File: config.mk
export PLATFORM = sky130hd
export DESIGN_NAME = cpu_bus_guard
export DESIGN_NICKNAME = d
export VERILOG_FILES = /design/src/rtl/cpu_bus_guard_pkg.sv /design/src/rtl/bus_timeout_counter.sv /design/src/rtl/cpu_bus_guard.sv
export SDC_FILE = /design/constraint.sdc
export NUM_CORES = 1
export LEC_CHECK = 0
export CAP_MARGIN = 20
export CORE_MARGIN = 5
export CORE_UTILIZATION = 38
export DETAILED_ROUTE_END_ITERATION = 10
export GPL_ROUTABILITY_DRIVEN = 0
export PLACE_DENSITY = 0.8
export SYNTH_ARGS = -nofsm -noshare
export SYNTH_HDL_FRONTEND = slang
export SYNTH_HIERARCHICAL = 1
export SYNTH_SLANG_ARGS = --single-unit
File: constraint.sdc
create_clock -name clk -period 2.2 [get_ports clk]
set_input_delay 0.55 -clock clk [delete_from_list [all_inputs] [get_ports clk]]
set_output_delay 0.55 -clock clk [all_outputs]
set_load 0.005 [all_outputs]
File: src/rtl/cpu_bus_guard_pkg.sv
// Shared constants and request type for the CPU bus guard.
// Build option CPU_BUS_GUARD_LOG_EN enables the abort log in cpu_bus_guard.
package cpu_bus_guard_pkg;

  localparam logic [1:0] ST_IDLE = 2'd0;
  localparam logic [1:0] ST_WAIT = 2'd1;
  localparam logic [1:0] ST_RESP = 2'd2;

  localparam int          DEFAULT_TIMEOUT     = 255;
  localparam logic [31:0] ILLEGAL_INSTRUCTION = 32'h0;

  typedef struct packed {
    logic        instr;
    logic [31:0] addr;
    logic [31:0] wdata;
    logic [3:0]  wstrb;
  } bus_req_t;

  function automatic logic [7:0] sat_inc8(input logic [7:0] v);
    return (v == 8'hff) ? v : v + 8'd1;
  endfunction

endpackage

File: src/rtl/bus_timeout_counter.sv
// Wait-cycle counter: cleared on request accept, counts while enabled, flags expiry at LIMIT.
// Latency: expired is a direct decode of the count; it holds rather than wraps once reached.
module bus_timeout_counter
  import cpu_bus_guard_pkg::*;
#(
  parameter int LIMIT = DEFAULT_TIMEOUT
) (
  input  logic clk,
  input  logic reset_n,
  input  logic clear,
  input  logic enable,
  output logic expired
);

  localparam int CW = $clog2(LIMIT + 1);

  logic [CW-1:0] cnt;

  always_ff @(posedge clk) begin
    if (!reset_n || clear) begin
      cnt <= '0;
    end else if (enable && !expired) begin
      cnt <= cnt + CW'(1);
    end
  end

  assign expired = (cnt == CW'(LIMIT));

endmodule

File: src/rtl/cpu_bus_guard.sv
// Registers a CPU request toward the MMIO mux and answers with TIMEOUT_RDATA if the mux stays silent.
// Latency 1 cycle each way; abort answers TIMEOUT_CYCLES+1 cycles after dev_valid. Log via CPU_BUS_GUARD_LOG_EN.
module cpu_bus_guard
  import cpu_bus_guard_pkg::*;
#(
  parameter int          TIMEOUT_CYCLES = DEFAULT_TIMEOUT,
  parameter logic [31:0] TIMEOUT_RDATA  = ILLEGAL_INSTRUCTION
) (
  input  logic        clk,
  input  logic        reset_n,
  input  logic        cpu_valid,
  input  logic        cpu_instr,
  input  logic [31:0] cpu_addr,
  input  logic [31:0] cpu_wdata,
  input  logic [3:0]  cpu_wstrb,
  output logic        cpu_ready,
  output logic [31:0] cpu_rdata,
  output logic        dev_valid,
  output logic        dev_instr,
  output logic [31:0] dev_addr,
  output logic [31:0] dev_wdata,
  output logic [3:0]  dev_wstrb,
  input  logic        dev_ready,
  input  logic [31:0] dev_rdata,
  output logic        timeout,
  input  logic        err_clear,
  output logic        err_valid,
  output logic [31:0] err_addr,
  output logic [7:0]  err_count
);

  logic [1:0] state;
  bus_req_t   req;
  logic       expired;
  logic       abort_now;

  assign dev_valid = (state == ST_WAIT);
  assign cpu_ready = (state == ST_RESP);
  assign dev_instr = req.instr;
  assign dev_addr  = req.addr;
  assign dev_wdata = req.wdata;
  assign dev_wstrb = req.wstrb;

  // A device answer in the expiry cycle still wins over the abort.
  assign abort_now = (state == ST_WAIT) && !dev_ready && expired;

  bus_timeout_counter #(.LIMIT(TIMEOUT_CYCLES)) u_timeout_counter (
    .clk     (clk),
    .reset_n (reset_n),
    .clear   ((state == ST_IDLE) && cpu_valid),
    .enable  (state == ST_WAIT),
    .expired (expired)
  );

  always_ff @(posedge clk) begin
    if (!reset_n) begin
      state     <= ST_IDLE;
      req       <= '0;
      cpu_rdata <= '0;
      timeout   <= 1'b0;
    end else begin
      timeout <= abort_now;
      case (state)
        ST_IDLE: begin
          if (cpu_valid) begin
            req   <= '{instr: cpu_instr, addr: cpu_addr, wdata: cpu_wdata, wstrb: cpu_wstrb};
            state <= ST_WAIT;
          end
        end
        ST_WAIT: begin
          if (dev_ready) begin
            cpu_rdata <= dev_rdata;
            state     <= ST_RESP;
          end else if (expired) begin
            cpu_rdata <= TIMEOUT_RDATA;
            state     <= ST_RESP;
          end
        end
        ST_RESP: state <= ST_IDLE;
        default: state <= ST_IDLE;
      endcase
    end
  end

`ifdef CPU_BUS_GUARD_LOG_EN
  // An abort coinciding with err_clear restarts the log with that abort.
  always_ff @(posedge clk) begin
    if (!reset_n) begin
      err_valid <= 1'b0;
      err_addr  <= '0;
      err_count <= '0;
    end else if (abort_now) begin
      err_count <= err_clear ? 8'd1 : sat_inc8(err_count);
      if (err_clear || !err_valid) begin
        err_valid <= 1'b1;
        err_addr  <= req.addr;
      end
    end else if (err_clear) begin
      err_valid <= 1'b0;
      err_addr  <= '0;
      err_count <= '0;
    end
  end
`else
  logic unused_err_clear;
  assign unused_err_clear = err_clear;
  assign err_valid        = 1'b0;
  assign err_addr         = '0;
  assign err_count        = '0;
`endif

endmodule

Yosys cells after proc, flatten, opt, wreduce, memory -nomap -nowiden
Index checks and enable logic that the tools add are counted.
Word-level totals
  bits in registers: 112
  word-level logic and storage cells: 33
  bits of input ports: 106
  output and inout port bits: 145
Operators by class
  $add $sub $neg: 1
  multiplexer cells: 6
  reductions and logical operators: 13
  equal/unequal tests: 5
Operators with widths (number)
  $mux 32: 2
  $add 8x1->8 const B: 1
  $eq 8x8->1 const B: 1
  $mux 2: 3
  $reduce_and 2->1: 3
  $logic_and 1x1->1: 4
  $pmux 2 s2: 1
  $logic_not 1->1: 3
  $ne 3x3->1 const B: 1
  $eq 2x1->1 const B: 1
  $eq 2x2->1 const B: 1
  $logic_not 2->1: 1
  $ne 2x2->1 const B: 1
  $reduce_bool 2->1: 1
  $logic_or 1x1->1: 1

Depth between registers and ports, before layout
Gate-level depths: netlist of the first run.
  depth after elaboration: 4
  gate-level depth with buffers: 8
  mapped depth without buffers: 7

By module
Netlist of the first run, hierarchy kept.
Modules (own cells, without submodules)
  cpu_bus_guard: cells an instance 435, sequential area each 2082.0 sq um, area an instance 3941.3 sq um, times used 1
  bus_timeout_counter: cells an instance 44, sequential area each 160.2 sq um, area an instance 404.1 sq um, times used 1

Worst setup path after synthesis of the first run
No wires, ideal clock.
  kind: register to register
  start point: reg u_timeout_counter.cnt[0]
  end point: reg cpu_rdata[0]
  clock period less this slack: 1.777 ns
  data arrival time: 1.660 ns
  required time: 2.083 ns
  stages on the path, launching flop included: 9
  library setup time: 0.117 ns
  buffers on the path: 1
  slack: 0.423 ns
  cell sequence: dfxtp_1 -> ha_1 -> and4_4 -> nand2_1 -> inv_1 -> nor2_1 -> o31a_1 -> buf_1 -> a22o_1
On the way
  word-level cells in the longest chain between the ends: 3
Ends and longest elaborated chain
  start: declaration: line bus_timeout_counter.sv:17  | logic [CW-1:0] cnt;
  start signal: assignment: line bus_timeout_counter.sv:23  | cnt <= cnt + CW'(1);
  $eq 8x8->1: line bus_timeout_counter.sv:27  | assign expired = (cnt == CW'(LIMIT));
  named net expired: line cpu_bus_guard.sv:34  | logic expired;
  $reduce_bool 2->1 (no line)
  $reduce_and 2->1 (no line)
  end signal: assignment: line cpu_bus_guard.sv:72  | cpu_rdata <= dev_rdata;
  end: declaration: line cpu_bus_guard.sv:17  | output logic [31:0] cpu_rdata,
The timed path passes the listed nets, and every way through them passes these cells.
A chain may end at the register's enable or synchronous reset.

Worst setup path after layout of the first run
  start point: reg state[1]
  end point: out cpu_ready
On the way
  word-level cells in the longest chain between the ends: 1
Ends and longest elaborated chain
  start: declaration: line cpu_bus_guard.sv:32  | logic [1:0] state;
  start signal: assignment: line cpu_bus_guard.sv:57  | state <= ST_IDLE;
  start signal: assignment: line cpu_bus_guard.sv:67  | state <= ST_WAIT;
  start signal: assignment: line cpu_bus_guard.sv:73  | state <= ST_RESP;
  $eq 2x2->1: line cpu_bus_guard.sv:38  | assign cpu_ready = (state == ST_RESP);
  end: declaration: line cpu_bus_guard.sv:16  | output logic cpu_ready,
No other way between the ends.

==> impl_metrics.ini, run 1 <==
[outcome]
outcome = finished clean

[sta]
finalCritPeriodShare_pct = 93.61
hold_viol_final = 0
finalSetupTns_ns = 0
rsz0062_at_grt = no
max_slew.worst_pin.slew_ns = 0.5069
period_minus_slack_ns = 2.059
relSlewSlack_pct = 66.20
finClkSkew_ns = 0.006886
fmax_mhz = 485.6
setup_viol = 0
drv_slew = 0

[route]
drt_iter0_drc = 207
detail_route.vias_per_cell = 4.857
firstDrtPassIters = 4
postRouteAntennaNets = 0
drc_errors = 0
wl_per_cell_um = 15.23
routed_wl_mm = 12.46
vias = 3973

[die]
coreArea_um2 = 11320
die_w_um = 116.9
io_pins = 251
design.die.area_um2 = 13670
fp.dieH_um = 116.9
start_util_pct = 38.38
row_count = 39

[clock_network]
cts_buffers = 9
clock_path_buffers = 2
cts.clk_slew.worst_paths_ns = 0.07
clk_latency_ns = 0.35
h-tree-depth = 3
cts_tree = done
clock_tree.root_cell = clkbuf_16
cts.sinks = 112

[yosys]
synth-simple-area-share_pct = 18.26
synth-edff-count = 0
synth_fa_ha_area_share_pct = 0.2879
synth_top_family_by_area = simple AND/OR/NAND/NOR gates
syn-cell-area_um2 = 4345
synth_cells = 479
ys_seq_area_share_pct = 51.60
syn_area_per_cell_um2 = 9.072
yosys_warnings = 6
async_reset_ff_share_pct = 0
synth_xor_area_share_pct = 0
synth_mux_area_share_pct = 0.4607
yosysUniqueCellTypes = 34
synth-seq-cells = 112
yosys_most_used_dff = dfxtp_1
synth_compound_area_share_pct = 16.61

[finish]
layout.cells.non_filler = 818
nets = 777
final_layout_size_suffix_gt1_share_pct = 5.037
layout_commonest_cell = clkdlybuf4s50_1
layout_common_cells = clkdlybuf4s50_1, dfxtp_1, nand2_1, o21ai_0, nand3_1
antennaDiodeCount = 0
area_growth_pct = 52.46
fin_area_um2 = 6625

[place]
hpwl_mm = 9.317
dp_cells = 800
io_buffers = 208
dpl-instance-area_um2 = 6321

[setup_path]
critPathBufInv = 1
path_max_fanout = 4
endpoint_kind = output pin
slowest_stage = clkdlybuf4s50_1
ff2ff_setup_slack_ns = 0.19
cp_top_family = buffers and inverters
start_kind = register
crit_chain = nor2b_1 > clkdlybuf4s50_1
cp_slowest_stage_delay_ns = 0.52
path_class = reg -> out
critPathRequiredTime_ns = 1.65
cp.arrival_ns = 1.51

[global_routing]
globalRouteOverflowTotal = 0
grt_pass1_wl_mm = 18.24
grt_use_total_pct = 16.94
antenna_found_initial = 0
grt_pass1_vias = 3768
grt_max_degree = 84

[job]
cap_viol_max_count = 0

[pwr]
power_density_nw_per_um2 = 677.7
vdd_drop_max_uv = 752.9
power_leakage_nw = 2.463

[worst_hold_path]
hold_class = reg -> reg
==> cells in the mapped netlist, types with 3 or more instances <==
master	count	area [um^2]
a22o_1	32	280.3
o21ai_0	70	350.3
buf_1	4	15.01
clkbuf_1	16	60.06
buf_4	42	315.3
dfxtp_1	112	2242
a31oi_1	3	18.77
buf_6	11	123.9
buf_2	4	20.02
nor2b_1	3	18.77
nand2_1	75	281.5
nand4_1	3	18.77
nor3_1	3	15.01
nand3_1	69	345.3
a21oi_1	5	25.02
==> final cells by class <==
| type | count | area, um^2 |
|---|---|---|
| clock inverter | 6 | 50.05 |
| clock buffer | 10 | 239.0 |
| timing repair buffer | 219 | 2200 |
| multi-input combinational | 326 | 1708 |
| sequential | 112 | 2242 |
| fill | 978 | 4696 |
| tap | 143 | 178.9 |
| inverter | 2 | 7.507 |
==> cells by family (layout without fill, tap and decap cells) <==
group | after synthesis | count (layout)
buffers and inverters | 81 | 237
multiplexers | 2 | 2
AO/OA/AOI/OAI | 115 | 115
AND/OR/NAND/NOR | 167 | 167
adder cells (fa/ha/maj) | 1 | 1
other | 1 | 41
flip-flops | 112 | 112
==> sequential cells by signal, summed over array words and instances (netlist names) <==
name and count:
state 2, dev_wdata 32, u_timeout_counter/cnt 8, cpu_rdata 32, dev_addr 32, timeout 1, dev_wstrb 4, dev_instr 1
==> where the power goes <==
part	internal, W	total [W]	switching (W)
Combinational	0.000433	0.000711	0.000278
Clock	0.000814	0.00158	0.000765
Sequential	0.00214	0.00220	0.0000619
==> layer usage <==
metal	vias to the layer above	GRT usage [%]	routed length [um]
met1	1808	18.03	4556
met5	-	0	0
met3	20	8.329	1598
met4	0	6.269	221
li1	1957	-	-
met2	188	29.01	6080
==> worst paths after layout <==
check                           startpoint       endpoint  cells after the start
hold / removal                dev_addr[24]   dev_addr[24]                      2
setup reg to reg  u_timeout_counter/cnt[0]  cpu_rdata[13]                      8
setup / recovery                  state[1]      cpu_ready                      2
hold reg to reg               dev_addr[24]   dev_addr[24]                      2
==> per-stage QoR <==
stage / hold slack [ns] / setup slack (ns) / power, W / util, %
finish: 0.4557 / 0.1406 / 0.004490 / 58.52
CTS: 0.4615 / 0.01281 / 0.004545 / 58.39
detailed placement: 0.4508 / 0.1974 / 0.002955 / 55.84
global placement: 0.4433 / 0.2348 / 0.002932 / 55.84
global route: 0.4841 / 0.04040 / 0.004719 / 58.52
floorplan: 0.4525 / 0.4233 / 0.002552 / -
==> worst register-to-register path, stage by stage (launching register included) <==
cell	delay (ns)
dfxtp_1	0.39
ha_1	0.24
and4_4	0.29
nand2_1	0.12
inv_1	0.08
nor2_1	0.06
o31a_1	0.24
buf_4	0.24
a22o_1	0.25
==> what timing repair did <==
action                                  4_1_cts  5_1_grt
hold buffers                                  0        0
endpoints found under the setup margin        0        1
setup buffers                                 0        2
gates resized for setup                       0        0
Power figures use the tool's default switching activity.
==> run 2, diff against run 1 <==
Settings changed: ABC_AREA set to 1, CORE_UTILIZATION 38 to 39, PLACE_DENSITY 0.8 to 0.81.
==> impl_metrics.ini, run 2 <==
[outcome]
outcome = finished clean

[clock_network]
cts.clk_slew.worst_paths_ns = 0.08
cts.sinks = 112
clock_path_buffers = 2
cts_resized = 0
cts-hold-fix-buffers = 0
h-tree-depth = 3
cts_buffers = 9
cts_tree = done
clk_latency_ns = 0.35
clock_tree.root_cell = clkbuf_16
postCtsSetupRepairBufs = 0

[route]
detail_route.vias_per_cell = 4.577
postRouteAntennaNets = 0
drt_iter0_drc = 198
wl_per_cell_um = 13.34
routed_wl_mm = 12.19
drc_errors = 0
firstDrtPassIters = 4
vias = 4183

[place]
io_buffers = 208
dpl-instance-area_um2 = 6506
dp_worst_setup_slack_ns = 0.1971
hpwl_mm = 8.979
dp_cells = 898

[yosys]
synth_cells = 573
synth-seq-cells = 112
ys_seq_area_share_pct = 49.56
async_reset_ff_share_pct = 0
synth_top_area_cell = dfxtp_1
syn_area_per_cell_um2 = 7.896
yosysUniqueCellTypes = 26
netlist_top_cells_count = nor2_1, dfxtp_1, o21ai_0, nand2_1, buf_4
yosys_most_used_dff = dfxtp_1
yosys.cell_count.top_type = nor2_1
yosys_warnings = 6
syn-cell-area_um2 = 4524
synth_area_leaders = dfxtp_1, nor2_1, o21ai_0, buf_4, nand3_1
synth-edff-count = 0
synth_top_area_share_pct = 49.56

[sta]
drv_slew = 0
setup_viol = 0
relSlewSlack_pct = 59.65
finalSetupTns_ns = 0
holdWs_ns = 0.4607
max_slew.worst_pin.slew_ns = 0.6053
finClkSkew_ns = 0.01144
layout_setup_ws_ns = 0.1866
period_minus_slack_ns = 2.013
finalCritPeriodShare_pct = 91.52
hold_viol_final = 0
rsz0062_at_grt = no
fmax_mhz = 496.7

[global_routing]
grt_max_degree = 71
grt_pass1_vias = 3836
grt_pass1_wl_mm = 19.04
antenna_found_initial = 0
globalRouteOverflowTotal = 0
grt_use_total_pct = 16.84

[worst_hold_path]
min_from = cpu_rdata[29]
hold_class = reg -> reg

[finish]
fillCellCount = 1049
antennaDiodeCount = 0
final_layout_size_suffix_gt1_share_pct = 6.485
layout_common_cells = clkdlybuf4s50_1, nor2_1, dfxtp_1, o21ai_0, nand2_1
nets = 873
layout_commonest_cell = clkdlybuf4s50_1
fin_area_um2 = 6797
area_growth_pct = 50.22
layout.cells.non_filler = 914

[setup_path]
critPathLaunch = state[0]
slowest_stage = clkdlybuf4s50_1
critPathBufInv = 2
critPathRequiredTime_ns = 1.65
endpoint_kind = output pin
cp.arrival_ns = 1.46
path_class = reg -> out
cp_slowest_stage_delay_ns = 0.52
path_max_fanout = 2
r2r-start = u_timeout_counter/cnt[0]
start_kind = register
cp_top_family = buffers and inverters
crit_chain = inv_2 > nor2_4 > clkdlybuf4s50_1

[pwr]
power_leakage_nw = 2.665
power_density_nw_per_um2 = 687.0
vdd_drop_max_uv = 488.5

[die]
row_count = 39
fp.dieH_um = 117.7
design.die.area_um2 = 13850
io_pins = 251
coreArea_um2 = 11420
die_w_um = 117.7
start_util_pct = 39.62

[job]
cap_viol_max_count = 0
[run 2: logic make-up (layout without fill, tap and decap cells)]
logic type	after synthesis	count (layout)	share of synthesized area [%]
adders and majority gates	1	1	0.2765
buffers and inverters	96	254	13.33
other	1	41	0.08289
and+or+nand+nor	254	254	24.36
DFF	112	112	49.56
AOI/OAI and AO/OA	109	109	12.39
[run 2: power breakdown]
group | internal [W] | total, W | switching [W]
Sequential | 0.00216 | 0.00223 | 0.0000676
Combinational | 0.000501 | 0.000865 | 0.000364
Clock | 0.000813 | 0.00157 | 0.000758
Total | 0.00348 | 0.00467 | 0.00119
[run 2: per-stage QoR]
step	total power (W)	util [%]
after floorplan	0.002676	-
after global placement	0.003141	56.98
after detailed placement	0.003155	56.98
after CTS	0.004749	59.52
after global routing	0.004920	59.52
final	0.004669	59.52
[run 2: layout make-up]
class	instances	area (um^2)	area share [%]
Tap cell	143	178.9	2.633
Multi-Input combinational cell	405	1829	26.91
Sequential cell	112	2242	32.99
Inverter	19	71.32	1.049
Clock inverter	6	51.30	0.7548
Clock buffer	10	239.0	3.516
Timing Repair Buffer	219	2185	32.14
[run 2: metal layers]
layer,routed length (um),vias up,track usage (%)
met5,0,-,0
met2,5809,169,28.11
met4,227,0,6.523
met3,1536,20,9.034
li1,-,2143,-
met1,4619,1851,17.83
[run 2: path summary, 6_finish.rpt]
| path | end | slack, ns | cells after the start |
|---|---|---|---|
| max | dev_valid | 0.19 | 3 |
| min | cpu_rdata[29] | 0.46 | 2 |
| max reg2reg | cpu_rdata[3] | 0.33 | 10 |
| min reg2reg | cpu_rdata[29] | 0.46 | 2 |
[run 2: worst min-delay path: stages, from the launching register on]
cell	delay, ns
dfxtp_1	0.31
nand2_1	0.06
a21oi_1	0.05
==> run 3, diff against run 2 <==
Settings changed: ABC_CLOCK_PERIOD_IN_PS set to 2200, GPL_TIMING_DRIVEN set to 0.
==> impl_metrics.ini, run 3 (synthesis gave the netlist of run 2 again) <==
[route]
routed_wl_mm = 12.81
wl_per_cell_um = 13.07
firstDrtPassIters = 4
detail_route.vias_per_cell = 4.419
drc_errors = 0
postRouteAntennaNets = 0
drt_iter0_drc = 122
vias = 4331

[setup_path]
critPathRequiredTime_ns = 1.65
cp_slowest_stage_delay_ns = 0.50
slowest_stage = clkdlybuf4s50_1
endpoint_kind = output pin
path_max_fanout = 11
worst_r2r_path_depth = 12
cp.arrival_ns = 1.57
path_class = reg -> out
start_kind = register
crit_chain = inv_2 > nor2_4 > buf_6 > clkdlybuf4s50_1

[finish]
layout_common_cells = clkdlybuf4s50_1, nor2_1, dfxtp_1, o21ai_0, nand2_1
final_layout_size_suffix_gt1_share_pct = 12.43
nets = 939
area_growth_pct = 60.37
layout_commonest_cell = clkdlybuf4s50_1
antennaDiodeCount = 0
fin_area_um2 = 7256
fillCellCount = 1018

[global_routing]
grt_pass1_vias = 4083
grt_max_degree = 18
grt_use_total_pct = 18.04
globalRouteOverflowTotal = 0
antenna_found_initial = 0
grt_pass1_wl_mm = 20.54

[clock_network]
cts-hold-fix-buffers = 0
cts_tree = done
h-tree-depth = 3
clk_latency_ns = 0.33
clock_path_buffers = 2
cts.sinks = 112
cts_buffers = 9
cts.clk_slew.worst_paths_ns = 0.07
clock_tree.root_cell = clkbuf_16

[place]
io_buffers = 207
hpwl_mm = 10.03
dpl-instance-area_um2 = 6925

[sta]
fmax_mhz = 472.2
finalSetupTns_ns = 0
finalCritPeriodShare_pct = 96.26
holdWs_ns = 0.4581
period_minus_slack_ns = 2.118
drv_slew = 0
rsz0062_at_grt = no
finClkSkew_ns = 0.006072
hold_viol_final = 0
setup_viol = 0

[die]
design.die.area_um2 = 13850
coreArea_um2 = 11420
die_w_um = 117.7
io_pins = 251
row_count = 39
fp.dieH_um = 117.7
start_util_pct = 39.62

[outcome]
outcome = finished clean

[pwr]
finalPower_w = 0.004926
vdd_drop_max_uv = 723.5
power_density_nw_per_um2 = 678.9
power_leakage_nw = 2.979

[worst_hold_path]
holdPathStages = 2
hold_class = reg -> reg

[job]
cap_viol_max_count = 0
[run 3: cell count changes in the layout (fill, tap and decap cells not counted), moves of 2 or more]
cell / previous run / this run
buf_4: 9 / 45
clkbuf_1: 0 / 12
buf_6: 0 / 8
bufinv_16: 0 / 2
buf_2: 1 / 13
buf_12: 2 / 0
[run 3: report_power, final]
group	switching [W]	internal (W)
clock network	0.000722	0.00103
registers	0.0000670	0.00216
logic	0.000383	0.000560
[run 3: worst max-delay path: cells and delay by family, from the launching register on]
family,cells,cell delay (ns)
buf+inv,3,0.73
flops,1,0.36
simple gates,1,0.13
[run 3: per-stage QoR]
stage | std cells | setup slack [ns] | util [%]
6_report | 980 | 0.08227 | 63.54
5_1_grt | 980 | 0.02024 | 63.54
4_1_cts | 980 | 0.07147 | 63.54
3_5_place_dp | 963 | -0.02890 | 60.65
3_3_place_gp | 963 | -0.06864 | 60.65
2_1_floorplan | 613 | 0.6100 | -
[run 3: what timing repair did]
item | in CTS | in global routing
setup endpoints to repair | 1 | 0
resized for setup | 0 | 0
buffers inserted | 1 | 0
[run 3: worst paths after layout]
kind	start	to	slack, ns
min reg2reg	cpu_rdata[31]	cpu_rdata[31]	0.46
min	cpu_rdata[31]	cpu_rdata[31]	0.46
max reg2reg	u_timeout_counter/cnt[0]	cpu_rdata[17]	0.41
max	state[0]	dev_valid	0.08
[run 3: cell type report]
cell class	count	area, um^2	area share (%)
multi-input cells	405	1829	25.21
clock inverters	5	80.08	1.104
clock buffers	11	242.7	3.345
flip-flops and latches	112	2242	30.90
repair buffers	208	2079	28.66
inverters	19	71.32	0.9829
plain buffers	77	531.8	7.329
well taps	143	178.9	2.466
[run 3: layer usage]
layer	GRT usage [%]	up-vias	part of all wire, %
met5	0	-	0
met4	5.233	0	1.7
met3	9.226	14	12
met2	30.41	164	48
met1	19.86	1880	39
li1	-	2273	-
